[src/rtl/adder_sweep_ctrl.sv]
// Self-checking sweep driver for a WIDTH-bit ripple adder: walks every {cin, a, b} vector,
// samples sum/cout after SETTLE cycles and counts mismatches. Define ADDER_SWEEP_LOG_EN for first-fail capture.
module adder_sweep_ctrl #(
    parameter int WIDTH  = 4,
    parameter int SETTLE = 1,
    parameter int ERR_W  = 10
) (
    input  logic               clk,
    input  logic               rst,
    input  logic               start,
    output logic [WIDTH-1:0]   a_o,
    output logic [WIDTH-1:0]   b_o,
    output logic               cin_o,
    input  logic [WIDTH-1:0]   sum_i,
    input  logic               cout_i,
    output logic               busy,
    output logic               done,
    output logic               pass,
    output logic [ERR_W-1:0]   err_count
`ifdef ADDER_SWEEP_LOG_EN
    ,
    output logic               first_fail_valid,
    output logic [2*WIDTH:0]   first_fail_vec
`endif
);

    localparam int VW = 2*WIDTH + 1;
    localparam int CW = (SETTLE > 1) ? $clog2(SETTLE) : 1;
    localparam logic [CW-1:0]    SETTLE_LAST = CW'(SETTLE - 1);
    localparam logic [ERR_W-1:0] ERR_MAX     = '1;
    localparam logic [VW-1:0]    VEC_LAST    = '1;

    typedef enum logic [1:0] {
        S_IDLE  = 2'd0,
        S_WAIT  = 2'd1,
        S_CHECK = 2'd2,
        S_DONE  = 2'd3
    } state_t;

    state_t             state_q, state_d;
    logic [VW-1:0]      vec_q, vec_d;
    logic [CW-1:0]      settle_q, settle_d;
    logic [ERR_W-1:0]   err_q, err_d;
    logic               busy_q, busy_d;
    logic               done_q, done_d;
    logic               pass_q, pass_d;

    logic               accept;
    logic               mismatch;
    logic [WIDTH:0]     expected;

    // vec_q layout is {cin, a, b}, so incrementing it gives b inner, a middle, cin outer.
    always_comb begin
        expected = {1'b0, vec_q[VW-2 -: WIDTH]}
                 + {1'b0, vec_q[WIDTH-1:0]}
                 + {{WIDTH{1'b0}}, vec_q[VW-1]};
        mismatch = (expected != {cout_i, sum_i});
        accept   = start && ((state_q == S_IDLE) || (state_q == S_DONE));
    end

    always_comb begin
        state_d  = state_q;
        vec_d    = vec_q;
        settle_d = settle_q;
        err_d    = err_q;
        pass_d   = pass_q;

        case (state_q)
            S_IDLE, S_DONE: begin
                if (accept) begin
                    state_d  = S_WAIT;
                    vec_d    = '0;
                    settle_d = '0;
                    err_d    = '0;
                    pass_d   = 1'b0;
                end
            end
            S_WAIT: begin
                if (settle_q == SETTLE_LAST) begin
                    settle_d = '0;
                    state_d  = S_CHECK;
                end else begin
                    settle_d = settle_q + CW'(1);
                end
            end
            S_CHECK: begin
                if (mismatch && (err_q != ERR_MAX)) begin
                    err_d = err_q + ERR_W'(1);
                end
                if (vec_q == VEC_LAST) begin
                    state_d = S_DONE;
                    pass_d  = (err_d == '0);
                end else begin
                    vec_d   = vec_q + VW'(1);
                    state_d = S_WAIT;
                end
            end
            default: begin
                state_d = S_IDLE;
            end
        endcase

        busy_d = (state_d == S_WAIT) || (state_d == S_CHECK);
        done_d = (state_d == S_DONE);
    end

    always_ff @(posedge clk) begin
        if (rst) begin
            state_q  <= S_IDLE;
            vec_q    <= '0;
            settle_q <= '0;
            err_q    <= '0;
            busy_q   <= 1'b0;
            done_q   <= 1'b0;
            pass_q   <= 1'b0;
        end else begin
            state_q  <= state_d;
            vec_q    <= vec_d;
            settle_q <= settle_d;
            err_q    <= err_d;
            busy_q   <= busy_d;
            done_q   <= done_d;
            pass_q   <= pass_d;
        end
    end

`ifdef ADDER_SWEEP_LOG_EN
    logic               ff_valid_q, ff_valid_d;
    logic [VW-1:0]      ff_vec_q, ff_vec_d;

    // Only the first mismatch of a sweep is recorded; later ones leave the log alone.
    always_comb begin
        ff_valid_d = ff_valid_q;
        ff_vec_d   = ff_vec_q;
        if (accept) begin
            ff_valid_d = 1'b0;
            ff_vec_d   = '0;
        end else if ((state_q == S_CHECK) && mismatch && !ff_valid_q) begin
            ff_valid_d = 1'b1;
            ff_vec_d   = vec_q;
        end
    end

    always_ff @(posedge clk) begin
        if (rst) begin
            ff_valid_q <= 1'b0;
            ff_vec_q   <= '0;
        end else begin
            ff_valid_q <= ff_valid_d;
            ff_vec_q   <= ff_vec_d;
        end
    end

    assign first_fail_valid = ff_valid_q;
    assign first_fail_vec   = ff_vec_q;
`else
    // No first-fail capture in this build.
`endif

    assign a_o       = vec_q[VW-2 -: WIDTH];
    assign b_o       = vec_q[WIDTH-1:0];
    assign cin_o     = vec_q[VW-1];
    assign busy      = busy_q;
    assign done      = done_q;
    assign pass      = pass_q;
    assign err_count = err_q;

endmodule
[config.mk]
export PLATFORM = sky130hd
export DESIGN_NAME = adder_sweep_ctrl
export DESIGN_NICKNAME = d
export VERILOG_FILES = /design/src/rtl/adder_sweep_ctrl.sv
export SDC_FILE = /design/constraint.sdc
export NUM_CORES = 1
export LEC_CHECK = 0
export ABC_CLOCK_PERIOD_IN_PS = 3000
export BUFFER_PORTS_ARGS = -buffer_cell sky130_fd_sc_hd__buf_2
export CAP_MARGIN = 20
export CORE_MARGIN = 2
export CORE_UTILIZATION = 45
export CTS_CLUSTER_DIAMETER = 80
export DETAILED_ROUTE_END_ITERATION = 12
export GPL_ROUTABILITY_DRIVEN = 0
export PLACE_DENSITY = 0.67
export REMOVE_ABC_BUFFERS = 1
export SYNTH_ARGS = -nofsm -noshare
export SYNTH_HDL_FRONTEND = slang
export SYNTH_SLANG_ARGS = --single-unit
[constraint.sdc]
create_clock -name clk -period 3 [get_ports clk]
set_input_delay 0 -clock clk [delete_from_list [all_inputs] [get_ports clk]]
set_output_delay 0 -clock clk [all_outputs]
set_load 0.005 [all_outputs]
==> results.py, run 1 <==
metrics = {
    "run_status": {
        "run_status": "complete, no violations",
    },
    "synth": {
        "synth.avg_cell_area_um2": 8.37,
        "yosysSeqAreaShare": 0.310,
        "synthCells": 185,
        "synth.mux.area_fraction": 0.0202,
        "synthAdderAreaFrac": 0.0985,
        "yosysWarnings": 0,
        "synth-simple-area-share": 0.233,
        "synth_cell_types": 42,
        "synth-compound-area-share": 0.194,
        "synth_top_area_frac": 0.310,
        "synth-main-ff-cell": "dfxtp_1",
        "synth_top_family_by_area": "simple AND/OR/NAND/NOR gates",
        "syn-cell-area_um2": 1550,
        "ys_ff_latch": 24,
        "synthXorXnorAreaFrac": 0.0905,
        "synth_edf_count": 0,
        "async_reset_ff_frac": 0,
        "yosys-top-cells-area": "dfxtp_1 31%, ha_1 7.3%, xnor2_1 5.7%",
        "synth_top_area_cell": "dfxtp_1",
    },
    "clocking": {
        "post-cts-setup-buffer-count": 0,
        "h-tree-depth": 1,
        "clock_latency_ns": 0.31,
        "cts.path.max_buffers": 2,
        "cts_root_buf": "clkbuf_4",
        "cts_tree": "built",
        "clock_sink_count": 24,
        "clk_pin_slew_worst_paths_ns": 0.13,
        "numCtsBuffers": 3,
    },
    "floorplanning": {
        "rows": 21,
        "initial_utilization": 0.468,
        "core_um2": 3310,
        "die-width_um": 62.7,
        "die-height_um": 62.7,
        "dieArea_um2": 3930,
        "ioPinCount": 30,
    },
    "timing": {
        "finalHoldViolations": 0,
        "period_share": 0.929,
        "slew_headroom": 0.698,
        "fin_skew_ns": 0.00224,
        "fmax_mhz": 359,
        "drv_slew": 0,
        "tns_ns": 0,
        "fin_crit_ns": 2.79,
        "hold_slack_ns": 0.0512,
        "rsz0062_at_grt": "no",
        "setup-violations-final": 0,
        "worst_pin_slew_ns": 0.452,
    },
    "setup_path": {
        "cp_max_fo": 5,
        "cp_slowest_cell": "fa_1",
        "crit_chain": "inv_1 -> fa_1 -> inv_1 -> fa_1 -> xnor2_1 -> nand2_1 -> nor4_4 -> nand2_1 -> a21oi_1 -> o221ai_1 -> o31ai_1",
        "arrival_ns": 3.03,
        "path_delay_family": "adder cells",
        "worst-setup-path-type": "flop to flop",
        "critical_path_buf_inv_count": 2,
        "cp-start-kind": "flop",
        "worstSetupEndpointType": "flop",
        "cp.required_ns": 3.24,
        "r2r_setup_slack_ns": 0.21,
        "max_stage_delay_ns": 0.44,
    },
    "placement": {
        "place_hpwl_mm": 2.49,
        "dp.cells": 252,
        "port_buffers": 29,
    },
    "cells_and_area": {
        "final_layout_size_suffix_gt1_frac": 0.196,
        "nFillCells": 330,
        "final_nets": 230,
        "insertedDiodeCount": 0,
        "fin_util": 0.531,
        "seq_area_um2": 480,
        "multi_input_area_um2": 1020,
        "finalNonFillerCells": 255,
        "syn2layout_area_growth_pct": 13.4,
    },
    "detailed_routing": {
        "ant_nets": 0,
        "wl_mm": 3.27,
        "drtIter0Drc": 57,
        "remaining_drc_errors": 0,
        "routedWlPerCell_um": 12.8,
        "viasPerCell": 5.41,
        "vias": 1380,
        "drt_pass1_iterations": 5,
    },
    "pwr": {
        "p_leak_nw": 0.727,
        "total_power_w": 0.000621,
        "powerDensity_nw_per_um2": 354,
        "ir_worst_vdd_mv": 0.199,
    },
    "run": {
        "cap_viol_max_count": 0,
    },
    "global_route": {
        "grt_pass1_wl_mm": 5.69,
        "grt_max_degree": 22,
        "grt.overflow.total": 0,
        "antenna_found_initial": 0,
        "gr-usage-all-layers": 0.176,
        "grt_pass1_vias": 1280,
    },
    "hold_path": {
        "hold_path_class": "primary input to flop",
    },
}
==> cell usage after synthesis (2+ instances only) <==
cell type / n
and2_1: 2
nor2_1: 18
a22oi_1: 3
nor2b_1: 7
dfxtp_1: 24
a211oi_1: 2
and3_1: 5
nand2_1: 16
inv_1: 8
a21oi_1: 12
xnor2_1: 10
mux2i_1: 2
o22ai_1: 2
nand2b_1: 4
fa_1: 2
a311oi_1: 7
nor3_1: 3
nand3_1: 5
a21o_1: 2
nor4_1: 2
xor2_1: 6
o21ai_1: 2
o21ai_0: 6
clkbuf_1: 5
buf_6: 3
nand4_1: 3
ha_1: 9
==> report_power, final <==
part	total, W	switching [W]	leakage, nW	internal (W)
clock network	0.000142	0.0000948	0.0138	0.0000470
logic	0.000141	0.0000854	0.519	0.0000551
registers	0.000339	0.00000714	0.194	0.000332
total	0.000621	0.000187	0.727	0.000434
==> metrics by stage <==
stage                     cell area (µm²)  setup slack, ns
after CTS                            1730           0.0316
final                                1760            0.214
after detailed placement             1700          -0.0478
after global routing                 1760           0.0121
after floorplan                      1500            0.240
after global placement               1700           0.0903
==> timing repair <==
action / 4_1_cts / 5_1_grt
hold buffers: 0 / 0
gates resized for setup: 1 / 5
endpoints found under the setup margin: 3 / 11
pin swaps: 0 / 2
==> final cells by class <==
type | instances | share of cell area
clock buffer | 3 | 0.0128
tap | 46 | 0.0328
multi-input combinational | 145 | 0.581
sequential | 24 | 0.274
timing repair buffer | 29 | 0.0826
inverter | 8 | 0.0171
==> registers in the layout (all words and copies together), names as in the netlist <==
name / count
state_q: 2
vec_q: 9
pass: 1
err_count: 10
busy: 1
done: 1
==> worst reg2reg max path, delay by kind of cell, from the launching register on <==
| family | cells | cell delay, ns |
|---|---|---|
| xor gates and xnor gates | 1 | 0.16 |
| buffers and inverters | 2 | 0.18 |
| DFF | 1 | 0.41 |
| AOI/OAI and AO/OA | 3 | 0.57 |
| and+or+nand+nor | 3 | 0.53 |
| adders and majority gates | 2 | 0.86 |
==> worst paths after layout <==
path                                to  depth (start not counted)                       from
max                  pass$_SDFFE_PP0P_                         11      vec_q[4]$_SDFFE_PP0P_
min              state_q[1]$_SDFF_PP0_                          3                      start
max reg2reg          pass$_SDFFE_PP0P_                         11      vec_q[4]$_SDFFE_PP0P_
min reg2reg  err_count[9]$_SDFFE_PP0P_                          2  err_count[9]$_SDFFE_PP0P_
==> cell families (layout without fill, tap and decap cells) <==
group / after synthesis / in the layout
mux: 3 / 3
simple gates: 70 / 70
xor+xnor: 16 / 16
flops: 24 / 24
buf+inv: 16 / 40
compound gates: 45 / 45
fa+ha+maj: 11 / 11
==> routing by layer <==
metal | share of wire | track usage | vias to the layer above
met1 | 0.51 | 0.240 | 636
met5 | 0 | 0 | -
met4 | 0.014 | 0.0583 | 0
met3 | 0.046 | 0.0324 | 4
met2 | 0.43 | 0.278 | 34
li1 | - | - | 706
==> layout by cell type, fill, tap and decap left out, types with 4 or more instances in the layout <==
cell / count
inv_1: 8
ha_1: 9
dfxtp_1: 24
a21oi_1: 12
xnor2_1: 10
xor2_1: 6
nor2b_1: 7
a311oi_1: 7
nand3_1: 5
nand2_1: 16
and3_1: 5
nor2_1: 18
nand2b_1: 4
buf_2: 29
o21ai_0: 6
Note: power is estimated with default switching activity, not from simulation.
==> run 2, diff against run 1 <==
Settings changed: CELL_PAD_IN_SITES_DETAIL_PLACEMENT set to 0, CELL_PAD_IN_SITES_GLOBAL_PLACEMENT set to 1, CORE_UTILIZATION 45 to 40, PLACE_DENSITY 0.67 to unset, PLACE_DENSITY_LB_ADDON set to 0.1.
==> results.py, run 2 (same netlist as run 1, synthesis figures left out) <==
metrics = {
    "run_status": {
        "run_status": "complete, no violations",
    },
    "setup_path": {
        "r2r_cells": 11,
        "worstSetupEndpointType": "flop",
        "cp.required_ns": 3.18,
        "cp_slowest_cell": "fa_1",
        "worst_r2r_endpoint": "pass$_SDFFE_PP0P_",
        "crit_end": "pass$_SDFFE_PP0P_",
        "r2r_start": "vec_q[4]$_SDFFE_PP0P_",
        "max_stage_delay_ns": 0.44,
        "cp_max_fo": 7,
        "cp-start-kind": "flop",
        "r2r_setup_slack_ns": 0.23,
        "arrival_ns": 2.96,
        "worst-setup-path-type": "flop to flop",
        "crit_chain": "inv_1 -> fa_1 -> inv_1 -> fa_1 -> xnor2_1 -> nand2_1 -> nor4_4 -> a21boi_2 -> a211oi_1 -> o22ai_1 -> o31ai_1",
        "crit_start": "vec_q[4]$_SDFFE_PP0P_",
    },
    "floorplanning": {
        "core_um2": 3690,
        "ioPinCount": 30,
        "initial_utilization": 0.420,
        "rows": 22,
        "dieArea_um2": 4390,
        "die-height_um": 66.2,
        "die-width_um": 66.2,
    },
    "timing": {
        "period_share": 0.924,
        "finalHoldViolations": 0,
        "drv_slew": 0,
        "fin_crit_ns": 2.77,
        "setup-violations-final": 0,
        "slew_headroom": 0.670,
        "fmax_mhz": 361,
        "hold_slack_ns": 0.119,
        "fin_skew_ns": 0.00345,
        "worst_pin_slew_ns": 0.494,
    },
    "clocking": {
        "clk_pin_slew_worst_paths_ns": 0.09,
        "h-tree-depth": 1,
        "clock_latency_ns": 0.26,
        "cts_tree": "built",
        "clock_sink_count": 24,
        "post-cts-setup-buffer-count": 0,
        "ctsHoldBuffers": 0,
        "cts_root_buf": "clkbuf_8",
        "numCtsBuffers": 3,
        "cts.path.max_buffers": 2,
    },
    "cells_and_area": {
        "insertedDiodeCount": 0,
        "final_layout_size_suffix_gt1_frac": 0.195,
        "largest_reg_flops": 10,
        "nFillCells": 371,
        "fin_util": 0.483,
        "layout_common_cells": "29 x buf_2, 24 x dfxtp_1, 18 x nor2_1",
        "final_common_cell": "buf_2",
        "syn2layout_area_growth_pct": 15.0,
        "final_nets": 230,
    },
    "detailed_routing": {
        "viasPerCell": 5.25,
        "drtIter0Drc": 103,
        "ant_nets": 0,
        "vias": 1355,
        "drt_pass1_iterations": 4,
        "remaining_drc_errors": 0,
        "wl_mm": 3.45,
        "routedWlPerCell_um": 13.4,
    },
    "pwr": {
        "p_leak_nw": 0.737,
        "ir_worst_vdd_mv": 0.223,
        "total_power_w": 0.000697,
        "powerDensity_nw_per_um2": 391,
    },
    "placement": {
        "place_hpwl_mm": 2.55,
        "port_buffers": 29,
    },
    "global_route": {
        "gr-usage-all-layers": 0.172,
        "grt_pass1_vias": 1278,
        "antenna_found_initial": 0,
        "grt.overflow.total": 0,
        "grt_max_degree": 22,
        "grt_pass1_wl_mm": 6.00,
    },
    "run": {
        "cap_viol_max_count": 0,
    },
    "hold_path": {
        "min_from": "start",
        "hold_path_class": "primary input to flop",
    },
}
## run 2: worst max-delay path, delay by kind of cell, from the launching register on
kind / cells / cell delay [ns]
fa+ha+maj: 2 / 0.86
xor+xnor: 1 / 0.16
buf+inv: 2 / 0.19
compound gates: 4 / 0.74
flops: 1 / 0.40
simple gates: 2 / 0.35
## run 2: worst min path at each step
| stage | cells past startpoint | endpoint | slack, ns |
|---|---|---|---|
| 6_report | 3 | state_q[1]$_SDFF_PP0_ | 0.12 |
| 5_1_grt | 3 | state_q[1]$_SDFF_PP0_ | 0.12 |
| 4_1_cts | 3 | state_q[1]$_SDFF_PP0_ | 0.11 |
| 3_5_place_dp | 1 | busy | 0.38 |
| 3_3_place_gp | 3 | state_q[1]$_SDFF_PP0_ | 0.38 |
| 2_1_floorplan | 1 | busy$_SDFF_PP0_ | 0.07 |
## run 2: where the power goes
| part | switching [W] | internal (W) |
|---|---|---|
| registers | 0.00000662 | 0.000331 |
| clock network | 0.000101 | 0.000117 |
| logic | 0.0000866 | 0.0000548 |
## run 2: layout make-up
type | count | area, µm² | area share
multi-input combinational | 145 | 1010 | 0.567
sequential | 24 | 480 | 0.270
timing repair buffer | 29 | 145 | 0.0815
tap | 48 | 60.1 | 0.0337
clock buffer | 4 | 55.1 | 0.0309
inverter | 8 | 30.0 | 0.0169
## run 2: repair_timing
item | CTS | global route
pin swaps | 0 | 1
gates resized for setup | 1 | 3
endpoints found under the setup margin | 3 | 11
gates cloned | 0 | 0
## run 2: per-layer routing
layer / part of all wire / track usage / vias to the layer above
met4: 0.0067 / 0.0459 / 0
met2: 0.43 / 0.241 / 23
met3: 0.033 / 0.0239 / 2
met5: 0 / 0 / -
li1: - / - / 706
met1: 0.53 / 0.268 / 624
## run 2: per-stage QoR
step	cell area, µm²	instances	TNS [ns]	worst slack [ns]
after floorplan	1500	177	0	0.240
after global placement	1700	254	0	0.0916
after detailed placement	1700	254	-0.0668	-0.0668
after CTS	1760	258	0	0.0158
after global routing	1780	258	-0.00646	-0.00646
final	1780	258	0	0.227
